## src/rtl/ifid_stage_pkg.sv

```systemverilog
// Shared pipeline definitions: MIPS opcode constants, link register index
// and the IF/ID skid FSM encoding.
package ifid_stage_pkg;

    localparam logic [5:0] OP_RTYPE = 6'b000000;
    localparam logic [5:0] OP_BEQ   = 6'b000100;
    localparam logic [5:0] OP_BNE   = 6'b000101;
    localparam logic [5:0] OP_J     = 6'b000010;
    localparam logic [5:0] OP_JAL   = 6'b000011;

    localparam logic [4:0] LINK_REG = 5'd31;

    typedef enum logic {
        ST_NORMAL = 1'b0,
        ST_HOLD   = 1'b1
    } ifid_state_e;

endpackage

```

## src/rtl/ifid_stage_field_decode.sv

```systemverilog
// Register-field and control-flag decode of the instruction held in the
// IF/ID register; all outputs are forced to zero for an empty register.
module ifid_field_decode
    import ifid_stage_pkg::*;
(
    input  logic        valid,
    input  logic [31:0] instr,
    output logic [4:0]  rs,
    output logic [4:0]  rt,
    output logic [4:0]  rd,
    output logic        jal,
    output logic        alusrc
);

    logic [5:0] opcode;
    logic       unused_low_bits;

    assign opcode          = instr[31:26];
    assign unused_low_bits = ^instr[10:0];

    // NOTE: every output gets a default before any branch so no latch is inferred.
    always_comb begin
        rs     = '0;
        rt     = '0;
        rd     = '0;
        jal    = 1'b0;
        alusrc = 1'b0;
        if (valid) begin
            rs = instr[25:21];
            rt = instr[20:16];
            unique case (opcode)
                OP_RTYPE: rd = instr[15:11];
                OP_JAL: begin
                    rd  = LINK_REG;
                    jal = 1'b1;
                end
                default:  rd = instr[20:16];
            endcase
            alusrc = !(opcode inside {OP_RTYPE, OP_BEQ, OP_BNE, OP_J, OP_JAL});
        end
    end

endmodule

```

## src/rtl/ifid_stage.sv

```systemverilog
// IF/ID pipeline register with a one-entry skid buffer so fetch can keep
// issuing for one cycle after decode stalls; includes a stall-cycle counter.
module ifid_stage
    import ifid_stage_pkg::*;
#(
    parameter int DATA_W = 32,
    parameter int CNT_W  = 8
) (
    input  logic              clk,
    input  logic              rst,
    input  logic              if_valid,
    input  logic [DATA_W-1:0] if_pc,
    input  logic [DATA_W-1:0] if_instr,
    output logic              ifid_ready,
    input  logic              stall,
    input  logic              flush,
    output logic              ifid_valid,
    output logic [DATA_W-1:0] ifid_pc,
    output logic [DATA_W-1:0] ifid_pc4,
    output logic [DATA_W-1:0] ifid_instr,
    output logic [4:0]        ifid_rs,
    output logic [4:0]        ifid_rt,
    output logic [4:0]        ifid_rd,
    output logic              ifid_jal,
    output logic              ifid_alusrc,
    output logic [CNT_W-1:0]  stall_cnt
);

    ifid_state_e       state_q, state_d;
    logic              valid_q, valid_d;
    logic [DATA_W-1:0] pc_q, pc_d;
    logic [DATA_W-1:0] instr_q, instr_d;
    logic [DATA_W-1:0] skid_pc_q, skid_pc_d;
    logic [DATA_W-1:0] skid_instr_q, skid_instr_d;
    logic [CNT_W-1:0]  cnt_q, cnt_d;
    logic              accept;

    // State register. Skid occupancy is the FSM state itself.
    // NOTE: sequential state uses non-blocking assignments only.
    always_ff @(posedge clk or posedge rst) begin
        if (rst) state_q <= ST_NORMAL;
        else     state_q <= state_d;
    end

    // Next-state logic; flush overrides stall and accept.
    always_comb begin
        state_d = state_q;
        if (flush) begin
            state_d = ST_NORMAL;
        end else begin
            unique case (state_q)
                ST_NORMAL: if (stall && accept) state_d = ST_HOLD;
                ST_HOLD:   if (!stall)          state_d = ST_NORMAL;
                default:                        state_d = ST_NORMAL;
            endcase
        end
    end

    // Output logic.
    always_comb begin
        ifid_ready = (state_q == ST_NORMAL);
    end

    assign accept = if_valid && ifid_ready;

    always_comb begin
        valid_d      = valid_q;
        pc_d         = pc_q;
        instr_d      = instr_q;
        skid_pc_d    = skid_pc_q;
        skid_instr_d = skid_instr_q;
        if (flush) begin
            valid_d = 1'b0;
        end else if (state_q == ST_NORMAL) begin
            if (!stall) begin
                valid_d = accept;
                if (accept) begin
                    pc_d    = if_pc;
                    instr_d = if_instr;
                end
            end else if (accept) begin
                skid_pc_d    = if_pc;
                skid_instr_d = if_instr;
            end
        end else if (!stall) begin
            valid_d = 1'b1;
            pc_d    = skid_pc_q;
            instr_d = skid_instr_q;
        end
    end

    always_comb begin
        cnt_d = cnt_q;
        if (stall && valid_q && (cnt_q != '1)) cnt_d = cnt_q + CNT_W'(1);
    end

    // NOTE: the payload registers are reset as well so the visible PC/instr read 0 in reset.
    always_ff @(posedge clk or posedge rst) begin
        if (rst) begin
            valid_q      <= 1'b0;
            pc_q         <= '0;
            instr_q      <= '0;
            skid_pc_q    <= '0;
            skid_instr_q <= '0;
            cnt_q        <= '0;
        end else begin
            valid_q      <= valid_d;
            pc_q         <= pc_d;
            instr_q      <= instr_d;
            skid_pc_q    <= skid_pc_d;
            skid_instr_q <= skid_instr_d;
            cnt_q        <= cnt_d;
        end
    end

    assign ifid_valid = valid_q;
    assign ifid_pc    = pc_q;
    assign ifid_pc4   = pc_q + DATA_W'(4);
    assign ifid_instr = instr_q;
    assign stall_cnt  = cnt_q;

    ifid_field_decode u_field_decode (
        .valid  (valid_q),
        .instr  (instr_q[31:0]),
        .rs     (ifid_rs),
        .rt     (ifid_rt),
        .rd     (ifid_rd),
        .jal    (ifid_jal),
        .alusrc (ifid_alusrc)
    );

endmodule

```

## config.mk

```make
export PLATFORM = sky130hd
export DESIGN_NAME = ifid_stage
export DESIGN_NICKNAME = d
export VERILOG_FILES = /design/src/rtl/ifid_stage_pkg.sv /design/src/rtl/ifid_stage_field_decode.sv /design/src/rtl/ifid_stage.sv
export SDC_FILE = /design/constraint.sdc
export NUM_CORES = 1
export LEC_CHECK = 0
export CAP_MARGIN = 5
export CORE_ASPECT_RATIO = 1.5
export CORE_MARGIN = 2
export CORE_UTILIZATION = 48
export CTS_BUF_LIST = sky130_fd_sc_hd__clkbuf_8 sky130_fd_sc_hd__clkbuf_16
export DETAILED_ROUTE_END_ITERATION = 10
export PLACE_DENSITY = 0.92
export SLEW_MARGIN = 10
export SYNTH_ARGS = -nofsm -noshare
export SYNTH_HDL_FRONTEND = slang
export SYNTH_SLANG_ARGS = --single-unit
```

## constraint.sdc

```tcl
create_clock -name clk -period 6.51 [get_ports clk]
set_clock_uncertainty 0.1 [all_clocks]
set_input_delay 1.302 -clock clk [delete_from_list [all_inputs] [get_ports clk]]
set_output_delay 1.302 -clock clk [all_outputs]
set_load 0.05 [all_outputs]
```

# Word-level counts from Yosys, hierarchy flattened
# Index checks and enable logic that the tools add are counted.
[op_classes]
n_addsub = 2
bitwise = 3
n_reduce_logical = 10
n_eq_ne = 6
mux = 23
[op_table]
columns = ["cell", "count"]
rows = [
  ["$mux W32", 8],
  ["$add A32 B3 Y32 const B", 1],
  ["$mux W5", 3],
  ["$eq A6 B2 Y1 const B", 2],
  ["$eq A6 B3 Y1 const B", 2],
  ["$mux W1", 10],
  ["$pmux W5 S2", 1],
  ["$add A8 B1 Y8 const B", 1],
  ["$ne A8 B8 Y1 const B", 1],
  ["$logic_not A6 Y1", 1],
  ["$reduce_bool A5 Y1", 1],
  ["$logic_and A1 B1 Y1", 4],
  ["$reduce_and A4 Y1", 1],
  ["$not A1 Y1", 3],
  ["$reduce_and A3 Y1", 1],
  ["$ne A2 B1 Y1 const B", 1],
  ["$pmux W1 S2", 1],
  ["$reduce_bool A2 Y1", 1],
  ["$logic_not A1 Y1", 1],
]
[totals]
input_bits = 69
register_bits = 138
output_inout_bits = 123
elab_cells = 51

# Logic depth before layout (Yosys ltp)
# Gate-level depths: netlist (run 1).
[logic_depth]
word_depth = 6
mapped_depth = 7
ltp_nobuf = 5

# Cells and area by module
# Synthesis (run 1) repeated with hierarchy kept, for this count alone.
[hier_totals]
hier_cells = 572
area_unflattened_um2 = 6570.1
[by_module_without_submodules]
columns = ["module", "area_each_um2", "seq_area_each_um2", "cells_each", "instances"]
rows = [
  ["ifid_stage", 6302.3, 3453.3, 537, 1],
  ["ifid_field_decode", 267.8, 0.0, 35, 1],
]

# Least setup slack after synthesis (run 1)
# Ideal clock, no wire load.
[synth_path]
path_kind = "register to output"
start = "register pc_q[2] (netlist: ifid_pc[2])"
end = "output port ifid_pc4[26]"
path_stages_with_launch = 6
n_path_buf = 0
setup_slack_ns = 2.522
arrival_ns = 2.586
t_required_ns = 5.108
path_cell_list = "dfrtp_1 ha_1 and4_1 nor4b_4 nand4_1 xnor2_1"
[synth_between]
elab_chain_cells = 1
[synth_lines]
columns = ["item", "line", "source"]
rows = [
  ["start: declaration", "ifid_stage.sv:31", "logic [DATA_W-1:0] pc_q, pc_d;"],
  ["start signal: assignment", "ifid_stage.sv:108", "pc_q <= pc_d;"],
  ["$add A32 B3 Y32", "ifid_stage.sv:118", "assign ifid_pc4 = pc_q + DATA_W'(4);"],
  ["end: declaration", "ifid_stage.sv:19", "output logic [DATA_W-1:0] ifid_pc4,"],
]
# Every way passes these cells.

# Worst setup path after layout (run 1)
[layout_path]
start = "register pc_q[2] (netlist: ifid_pc[2])"
end = "output port ifid_pc4[30]"
# The elaborated chain is that of the path after synthesis.

==> results of run 1 <==
==> through the flow <==
stage | power (W) | std cells | setup WS, ns | hold WS (ns)
floorplan | 0.00191 | 572 | 1.41 | 0.380
global placement | 0.00228 | 896 | 2.51 | 0.364
detailed placement | 0.00233 | 896 | 2.29 | 0.375
CTS | 0.00327 | 928 | 1.85 | 0.394
global route | 0.00338 | 928 | 1.61 | 0.411
finish | 0.00325 | 928 | 1.81 | 0.388
==> layout make-up <==
type	instances	share of cell area (%)
clock inverter	15	1.68
timing repair buffer	196	21.4
tap	162	2.23
clock buffer	17	4.67
multi-input combinational	393	31.7
sequential	138	38.0
inverter	7	0.344
==> cell usage in the layout (no fill, tap or decap), drive strengths merged <==
cell type	instances
a2111oi	1
a21boi	2
a21oi	5
and2	11
and3	5
and4	4
buf	5
bufinv	2
clkbuf	17
clkdlybuf4s50	191
clkinv	5
clkinvlp	2
dfrtp	138
ha	2
inv	13
mux2	65
mux2i	64
nand2	78
nand2b	1
nand3	17
nand3b	1
nand4	9
nor2	8
nor3	4
nor3b	1
nor4	2
nor4b	1
nor4bb	1
o211ai	1
o21ai	69
o22ai	5
or3	1
xnor2	24
xor2	11
==> report_power, final <==
| part | internal (W) | switching [W] | leakage, nW |
|---|---|---|---|
| logic | 0.000415 | 0.000701 | 1.81 |
| clock network | 0.000565 | 0.000370 | 0.288 |
| registers | 0.00103 | 0.000173 | 1.69 |
| total | 0.00201 | 0.00124 | 3.79 |
==> tightest hold or removal path, delay by kind of cell (launching register included) <==
kind	cells	cell delay, ns
and+or+nand+nor	1	0.05
DFF	1	0.34
AOI/OAI and AO/OA	1	0.06
==> final timing paths <==
| path | slack, ns | from | to |
|---|---|---|---|
| max reg2reg | 4.05 | state_q | ifid_instr[26] |
| max | 1.81 | ifid_pc[2] | ifid_pc4[30] |
| min reg2reg | 0.39 | ifid_instr[6] | ifid_instr[6] |
| max in group asynchronous | 3.73 | rst | state_q |
| min in group asynchronous | 1.35 | rst | ifid_pc[0] |
| min | 0.39 | ifid_instr[6] | ifid_instr[6] |
==> layer usage <==
layer / global-route usage (%) / vias up / part of all wire [%]
li1: - / 2360 / -
met1: 25.9 / 2502 / 37
met2: 43.3 / 177 / 55
met3: 4.64 / 47 / 4.3
met4: 11.4 / 0 / 3.7
met5: 0 / - / 0
==> sequential cells by signal, indices dropped and copies added, names as in the netlist <==
name          flops
ifid_instr       32
ifid_pc          32
ifid_valid        1
skid_instr_q     32
skid_pc_q        32
stall_cnt         8
state_q           1
==> cells in the mapped netlist, types with 7 or more instances <==
| cell type | number | area, sq um |
|---|---|---|
| clkbuf_1 | 15 | 56.3 |
| and2_1 | 11 | 68.8 |
| nand2_1 | 78 | 293 |
| o21ai_0 | 69 | 345 |
| nor2_1 | 8 | 30.0 |
| xor2_1 | 11 | 96.3 |
| inv_1 | 7 | 26.3 |
| buf_2 | 15 | 75.1 |
| mux2i_1 | 64 | 641 |
| xnor2_1 | 24 | 210 |
| nand4_1 | 8 | 50.1 |
| dfrtp_1 | 138 | 3450 |
| nand3_1 | 17 | 85.1 |
| mux2_2 | 65 | 732 |
==> logic make-up (layout without fill, tap and decap cells) <==
family,count (synthesis),count (layout),share of synthesized area [%]
muxes,129,129,21.1
xor gates and xnor gates,35,35,4.72
buffers and inverters,41,235,2.79
DFF,138,138,53.1
adders and majority gates,2,2,0.385
and+or+nand+nor,144,144,11.1
AOI/OAI and AO/OA,83,83,6.74
==> results.md, run 1 <==
- Status: complete, no violations
- # rows: 52
- Die height: 147 um
- Initial antenna violation count: 0
- PwrDens: 357 mW/mm^2
- CORE AREA: 0.0133 sq mm
- # diodes: 0
- Period minus WS final: 4.70 ns
- Top FF cell, synth: dfrtp_1
- Reg2reg path depth: 3
- Post-CTS sizing: 0
- Initial DRC count: 171
- Cts bufs inserted: 17
- Tightest Pin Transition: 1.13 ns
- Post-CTS setup buffer count: 0
- Final Slew Violations: 0
- Post-synth EDFFs: 0
- # IOs: 192
- YS warnings: 0
- Post-layout net count: 824
- Die Width: 99.0 um
- Peak VDD IR: 0.206 mV
- Crit Path Category: reg2out
- Area grow syn2layout: 40.1%
- F_max: 213 MHz
- CTS root buf: clkbuf_16
- Vias in the first global route: 5,367
- CP top delay family: simple AND/OR/NAND/NOR gates
- Filler instances: 963
- Final setup vio count: 0
- CP Depth: 6
- Clk_lat worst skew: 0.40 ns
- GRT Util Overall: 23.8%
- Vias per inst: 5.48
- Count of unique library cells instantiated by Yosys: 35
- Sequential share of the synthesized area: 53.1%
- First-pass GRT wire length: 27.3 mm
- HP Class: reg2reg
- DP Wirelength: 12.1 mm
- Sum of negative setup slack: 0 ns
- Largest net degree at the start of global routing: 130
- Die area: 0.0145 sq mm
- RePlAce Congestion: 0.886
- Critical path peak fanout: 8
- Worst slew margin: 24.4%
- CP max stage delay: 0.86 ns
- DP Area: 0.00853 sq mm
- CTS Hold Bufs: 0
- Vias: 5,086
- Total grt overflow: 0
- Post-Route Utilization: 68.3%
- Overall routed net length: 16.9 mm
- Max Cap Viol: 0
- Area of the multi-input gates: 0.00289 sq mm
- Yosys reg bits: 138
- DR WL/cell: 18.3 um
- Critical-path cell list: ha_1 -> and4_1 -> nor4b_4 -> nand3_1 -> xnor2_1 -> clkdlybuf4s50_1
- CP Data Required Time: 5.11 ns
- DRT Pass-1 Iters: 5
- CTS HTree Levels: 4
- Synth Area per Inst: 11.4 sq um
- Kind of start point of the critical path: flop
- CTS sink count: 138
- Post-synthesis cell count: 572
- Critical path arrival: 3.30 ns
- Sequential Area: 0.00346 sq mm
- Design area: 0.00910 sq mm
- Ratio of cells with drive above 1 in the final layout: 14.0%
- RSZ-0062 raised after global routing: false
- Setup crit end kind: output pin
- Hold Crit Depth: 2
- Drc violations: 0
- Buffer and inverter count on the worst path: 1
- Leakage: 3.79 nW
- Clk slew on worst S/H paths: 0.06 ns
- # port buffers: 191
- Max stage delay cell, worst path: clkdlybuf4s50_1
- Tcrit/Tclk final: 72.2%
- Mapped Nets: 643
- Endpoints failing hold: 0
- Post-route ant nets: 0
- CTS tree: yes
- CTS Buffer Depth: 2
- Starting Density: 48.7%
- Mapped cell area: 0.00650 sq mm
- Post-synthesis async set-or-reset flop share: 100%
Note: power is estimated with default switching activity, not from simulation.
==> inputs of run 2 (changes only) <==
- CORE_UTILIZATION: 48 -> 43
- PLACE_DENSITY: 0.92 -> 0.88
- clock period: 6.51 -> 4.1 ns (I/O delays scaled with it)
==> results.md, run 2 (synthesis results as in run 1) <==
- Design area: 0.00926 sq mm
- # port buffers: 191
- Status: complete, no violations
- Hold slack: 0.377 ns
- Final setup vio count: 0
- CP Data Required Time: 3.18 ns
- F_max: 257 MHz
- DP Wirelength: 11.3 mm
- CTS tree: yes
- PwrDens: 565 mW/mm^2
- Final Slew Violations: 0
- Ratio of cells with drive above 1 in the final layout: 14.7%
- Die height: 155 um
- DP Area: 0.00863 sq mm
- Initial antenna violation count: 0
- RSZ-0062 raised after global routing: false
- CTS sink count: 138
- Max Cap Viol: 0
- Critical path peak fanout: 8
- Area grow syn2layout: 42.4%
- Max stage delay cell, worst path: clkdlybuf4s50_1
- # IOs: 192
- CORE AREA: 0.0149 sq mm
- Sum of negative setup slack: 0 ns
- # rows: 55
- CTS HTree Levels: 4
- Filler instances: 1,199
- Peak VDD IR: 0.272 mV
- Commonest non-fill, non-tap cell in the layout: clkdlybuf4s50_1
- CTS Hold Bufs: 0
- Die Width: 104 um
- DR WL/cell: 16.8 um
- Clk slew on worst S/H paths: 0.06 ns
- Kind of start point of the critical path: flop
- RePlAce Congestion: 0.805
- Starting Density: 43.5%
- GRT Util Overall: 21.0%
- Period minus WS final: 3.89 ns
- Vias in the first global route: 5,271
- Leakage: 3.82 nW
- Worst slew margin: 55.4%
- Vias: 4,990
- Total grt overflow: 0
- Most frequent cells in the layout: 191 x clkdlybuf4s50_1, 137 x dfrtp_1, 78 x nand2_1
- Drc violations: 0
- Endpoints failing hold: 0
- DRT Pass-1 Iters: 4
- Tightest Pin Transition: 0.670 ns
- Area of the multi-input gates: 0.00289 sq mm
- Tcrit/Tclk final: 94.8%
- Sequential Area: 0.00346 sq mm
- First-pass GRT wire length: 26.9 mm
- Vias per inst: 5.15
- Die area: 0.0161 sq mm
- Critical path arrival: 2.97 ns
- HP Class: reg2reg
- Post-route ant nets: 0
- Cts bufs inserted: 17
- Overall routed net length: 16.2 mm
- Initial DRC count: 183
- Clk_lat worst skew: 0.41 ns
- # diodes: 0
- Setup crit end kind: output pin
- Largest net degree at the start of global routing: 75
- Post-layout net count: 827
- CTS root buf: clkbuf_16
- Crit Path Category: reg2out
- Critical-path cell list: nand4_4 -> nor4_4 -> nand4_1 -> xnor2_1 -> clkdlybuf4s50_1
- CTS Buffer Depth: 2
- CP max stage delay: 0.85 ns
-- run 2: critical path, delay by kind of cell (launching register included) --
family / cells / cell delay (ns)
XOR/XNOR: 1 / 0.18
AND/OR/NAND/NOR: 3 / 1.05
flip-flops: 1 / 0.49
buffers and inverters: 1 / 0.85
-- run 2: per-layer routing --
metal	vias to the layer above	wire [um]	track usage (%)
met2	146	8790	38.7
met1	2434	6230	23.2
met4	0	566	10.2
met5	-	0	0
li1	2369	-	-
met3	41	642	3.75
-- run 2: final timing paths --
kind,start,end,slack [ns],cells past startpoint
setup / recovery,ifid_pc[10],ifid_pc4[31],0.21,5
hold / removal,ifid_instr[8],ifid_instr[8],0.38,2
setup reg to reg,state_q,ifid_pc[31],1.77,5
hold reg to reg,ifid_instr[8],ifid_instr[8],0.38,2
max in group asynchronous,rst,ifid_instr[0],2.47,3
min in group asynchronous,rst,ifid_pc[1],0.73,2
-- run 2: what timing repair did --
action,4_1_cts,5_1_grt
gates resized for setup,0,1
buffers inserted,2,0
endpoints found under the setup margin,1,3
-- run 2: cell type report --
type                            count  area share [%]
Timing Repair Buffer              199            21.8
Multi-Input combinational cell    393            31.2
Clock inverter                     14            1.84
Clock buffer                       18            4.74
Tap cell                          199            2.69
Sequential cell                   138            37.3
Inverter                            7           0.324
-- run 2: power breakdown --
group	total (W)	switching [W]	leakage, nW	internal, W
clock	0.00158	0.000603	0.295	0.000976
sequential	0.00189	0.000258	1.69	0.00163
combinational	0.00176	0.00110	1.84	0.000662
total	0.00523	0.00196	3.82	0.00327
-- run 2: through the flow --
stage | utilization, % | std cells | power [W] | setup WS, ns
global route | 62.0 | 968 | 0.00546 | 0.0226
global placement | 57.8 | 934 | 0.00364 | 0.538
detailed placement | 57.8 | 934 | 0.00368 | 0.440
floorplan | - | 572 | 0.00304 | 0.594
CTS | 62.0 | 968 | 0.00528 | 0.103
finish | 62.0 | 968 | 0.00523 | 0.212
==> inputs of run 3 (changes only) <==
- CELL_PAD_IN_SITES_DETAIL_PLACEMENT: not set -> 1
- CELL_PAD_IN_SITES_GLOBAL_PLACEMENT: not set -> 2
- CORE_UTILIZATION: 43 -> 27
==> results.md, run 3 (synthesis results as in run 1) <==
- Launching point of the worst reg2reg path: state_q
- Most frequent cells in the layout: 188 x clkdlybuf4s50_1, 137 x dfrtp_1, 78 x nand2_1
- Critical path arrival: 2.97 ns
- Sink of the worst hold path: ifid_instr[3]
- # port buffers: 191
- Initial DRC count: 145
- R2R Setup Slk: 1.75 ns
- Status: complete, no violations
- Hold wc startpoint: ifid_instr[3]
- Vias in the first global route: 5,416
- Commonest non-fill, non-tap cell in the layout: clkdlybuf4s50_1
- Crit Path Category: reg2out
- Vias: 5,008
- Post-layout net count: 830
- Power share of the clock group: 30.4%
- Design area: 0.00941 sq mm
- Clk slew on worst S/H paths: 0.06 ns
- Drc violations: 0
- Hold Crit Depth: 2
- DR WL/cell: 17.5 um
- HP Class: reg2reg
- CTS Buffer Depth: 2
- # diodes: 0
- CP top delay family: buffers and inverters
- Cell internal pwr: 0.00327 W
- Max stage delay cell, worst path: clkdlybuf4s50_1
- Total chip power: 0.00528 W
- DP Area: 0.00878 sq mm
- CTS root buf: clkbuf_16
- RSZ-0062 raised after global routing: false
- Sequential share of power: 36.0%
- Comb power frac: 33.6%
- # rows: 69
- Overall routed net length: 19.1 mm
- Die height: 194 um
- CTS sink count: 138
- Starting Density: 27.5%
- DP Wirelength: 13.6 mm
- # IOs: 192
- CTS tree: yes
- Clk_lat worst skew: 0.42 ns
- Initial antenna violation count: 0
- GRT Util Overall: 15.7%
- Net Sw Frac: 38.0%
- Leakage: 3.84 nW
- Sum of negative setup slack: 0 ns
- Worst slew margin: 48.2%
- PwrDens: 561 mW/mm^2
- Ratio of cells with drive above 1 in the final layout: 15.3%
- Largest net degree at the start of global routing: 85
- CP Data Required Time: 3.18 ns
- Max Cap Viol: 0
- Buffer and inverter count on the worst path: 2
- CTS HTree Levels: 4
- Total grt overflow: 0
- Final Slew Violations: 0
- Vias per inst: 4.59
- Die Width: 131 um
- Post-route ant nets: 0
- Post-Route Utilization: 39.8%
- Final setup vio count: 0
- Kind of start point of the critical path: flop
- CORE AREA: 0.0237 sq mm
- Peak VDD IR: 0.263 mV
- Critical-path cell list: ha_1 -> and4_1 -> nor4b_4 -> buf_4 -> nand3_1 -> xnor2_1 -> clkdlybuf4s50_1
- Final worst setup slack: 0.213 ns
- Reg2reg end: ifid_pc[6]
- CP max stage delay: 0.84 ns
- Die area: 0.0254 sq mm
- RePlAce Congestion: 0.721
- DRT Pass-1 Iters: 4
- Setup crit end kind: output pin
- Cts bufs inserted: 17
- Period minus WS final: 3.89 ns
- DP Worst Slack: 0.571 ns
- Tcrit/Tclk final: 94.8%
- Tightest Pin Transition: 0.776 ns
- Area grow syn2layout: 44.8%
- Endpoints failing hold: 0
- CTS Hold Bufs: 0
- Sw power: 0.00201 W
- Reg2reg path depth: 4
- F_max: 257 MHz
- Critical path peak fanout: 8
- First-pass GRT wire length: 30.6 mm
run 3: cell count changes in the layout (fill, tap and decap cells not counted), sizes merged:
cell           change
inv                -2
buf                +5
dlymetal6s2s       +1
clkdlybuf4s50      -3
clkinv             +2
run 3: layout make-up:
cell class / instances / area, sq um
Timing Repair Buffer: 202 / 2030
Tap cell: 319 / 399
Clock inverter: 14 / 171
Sequential cell: 138 / 3460
Clock buffer: 18 / 439
Inverter: 7 / 30.0
Fill cell: 2619 / 14200
Multi-Input combinational cell: 393 / 2890
run 3: per-stage QoR:
| step | std cells | hold WS, ns |
|---|---|---|
| final | 1091 | 0.386 |
| after global routing | 1091 | 0.413 |
| after CTS | 1090 | 0.392 |
| after detailed placement | 1058 | 0.378 |
| after global placement | 1058 | 0.362 |
| after floorplan | 572 | 0.380 |
run 3: timing repair:
action | in CTS | in global routing
gates resized for setup | 0 | 1
endpoints found under the setup margin | 0 | 8
setup buffers | 0 | 1
run 3: power by group through the flow:
| stage | registers, W | clock network [W] | logic (W) |
|---|---|---|---|
| floorplan | 0.00233 | 0 | 0.000706 |
| global placement | 0.00191 | 0 | 0.00177 |
| detailed placement | 0.00193 | 0 | 0.00179 |
| CTS | 0.00191 | 0.00165 | 0.00180 |
| global route | 0.00195 | 0.00171 | 0.00187 |
| finish | 0.00190 | 0.00160 | 0.00177 |
run 3: worst register-to-register path: cells and delay by family (launching register included):
kind	cells	cell delay (ns)
AO/OA/AOI/OAI	1	0.18
AND/OR/NAND/NOR	2	0.78
buffers and inverters	1	0.46
flip-flops	1	0.70
run 3: worst max-delay path by stage:
stage | startpoint | endpoint | slack, ns | cells past startpoint
4_1_cts | ifid_pc[10] | ifid_pc4[29] | 0.09 | 5
3_3_place_gp | ifid_pc[10] | ifid_pc4[29] | 0.61 | 5
3_5_place_dp | ifid_pc[10] | ifid_pc4[29] | 0.57 | 5
2_1_floorplan | ifid_pc[2] | ifid_pc4[26] | 0.59 | 5
6_report | ifid_pc[2] | ifid_pc4[30] | 0.21 | 7
5_1_grt | ifid_pc[2] | ifid_pc4[30] | 0.02 | 7
run 3: routing by layer:
layer  vias up  wire [um]  global-route usage (%)
met5         -          0                       0
met4         0        264                    4.57
met3        18        688                    3.48
met2       103      10400                    29.0
met1      2518       7690                    17.8
li1       2369          -                       -
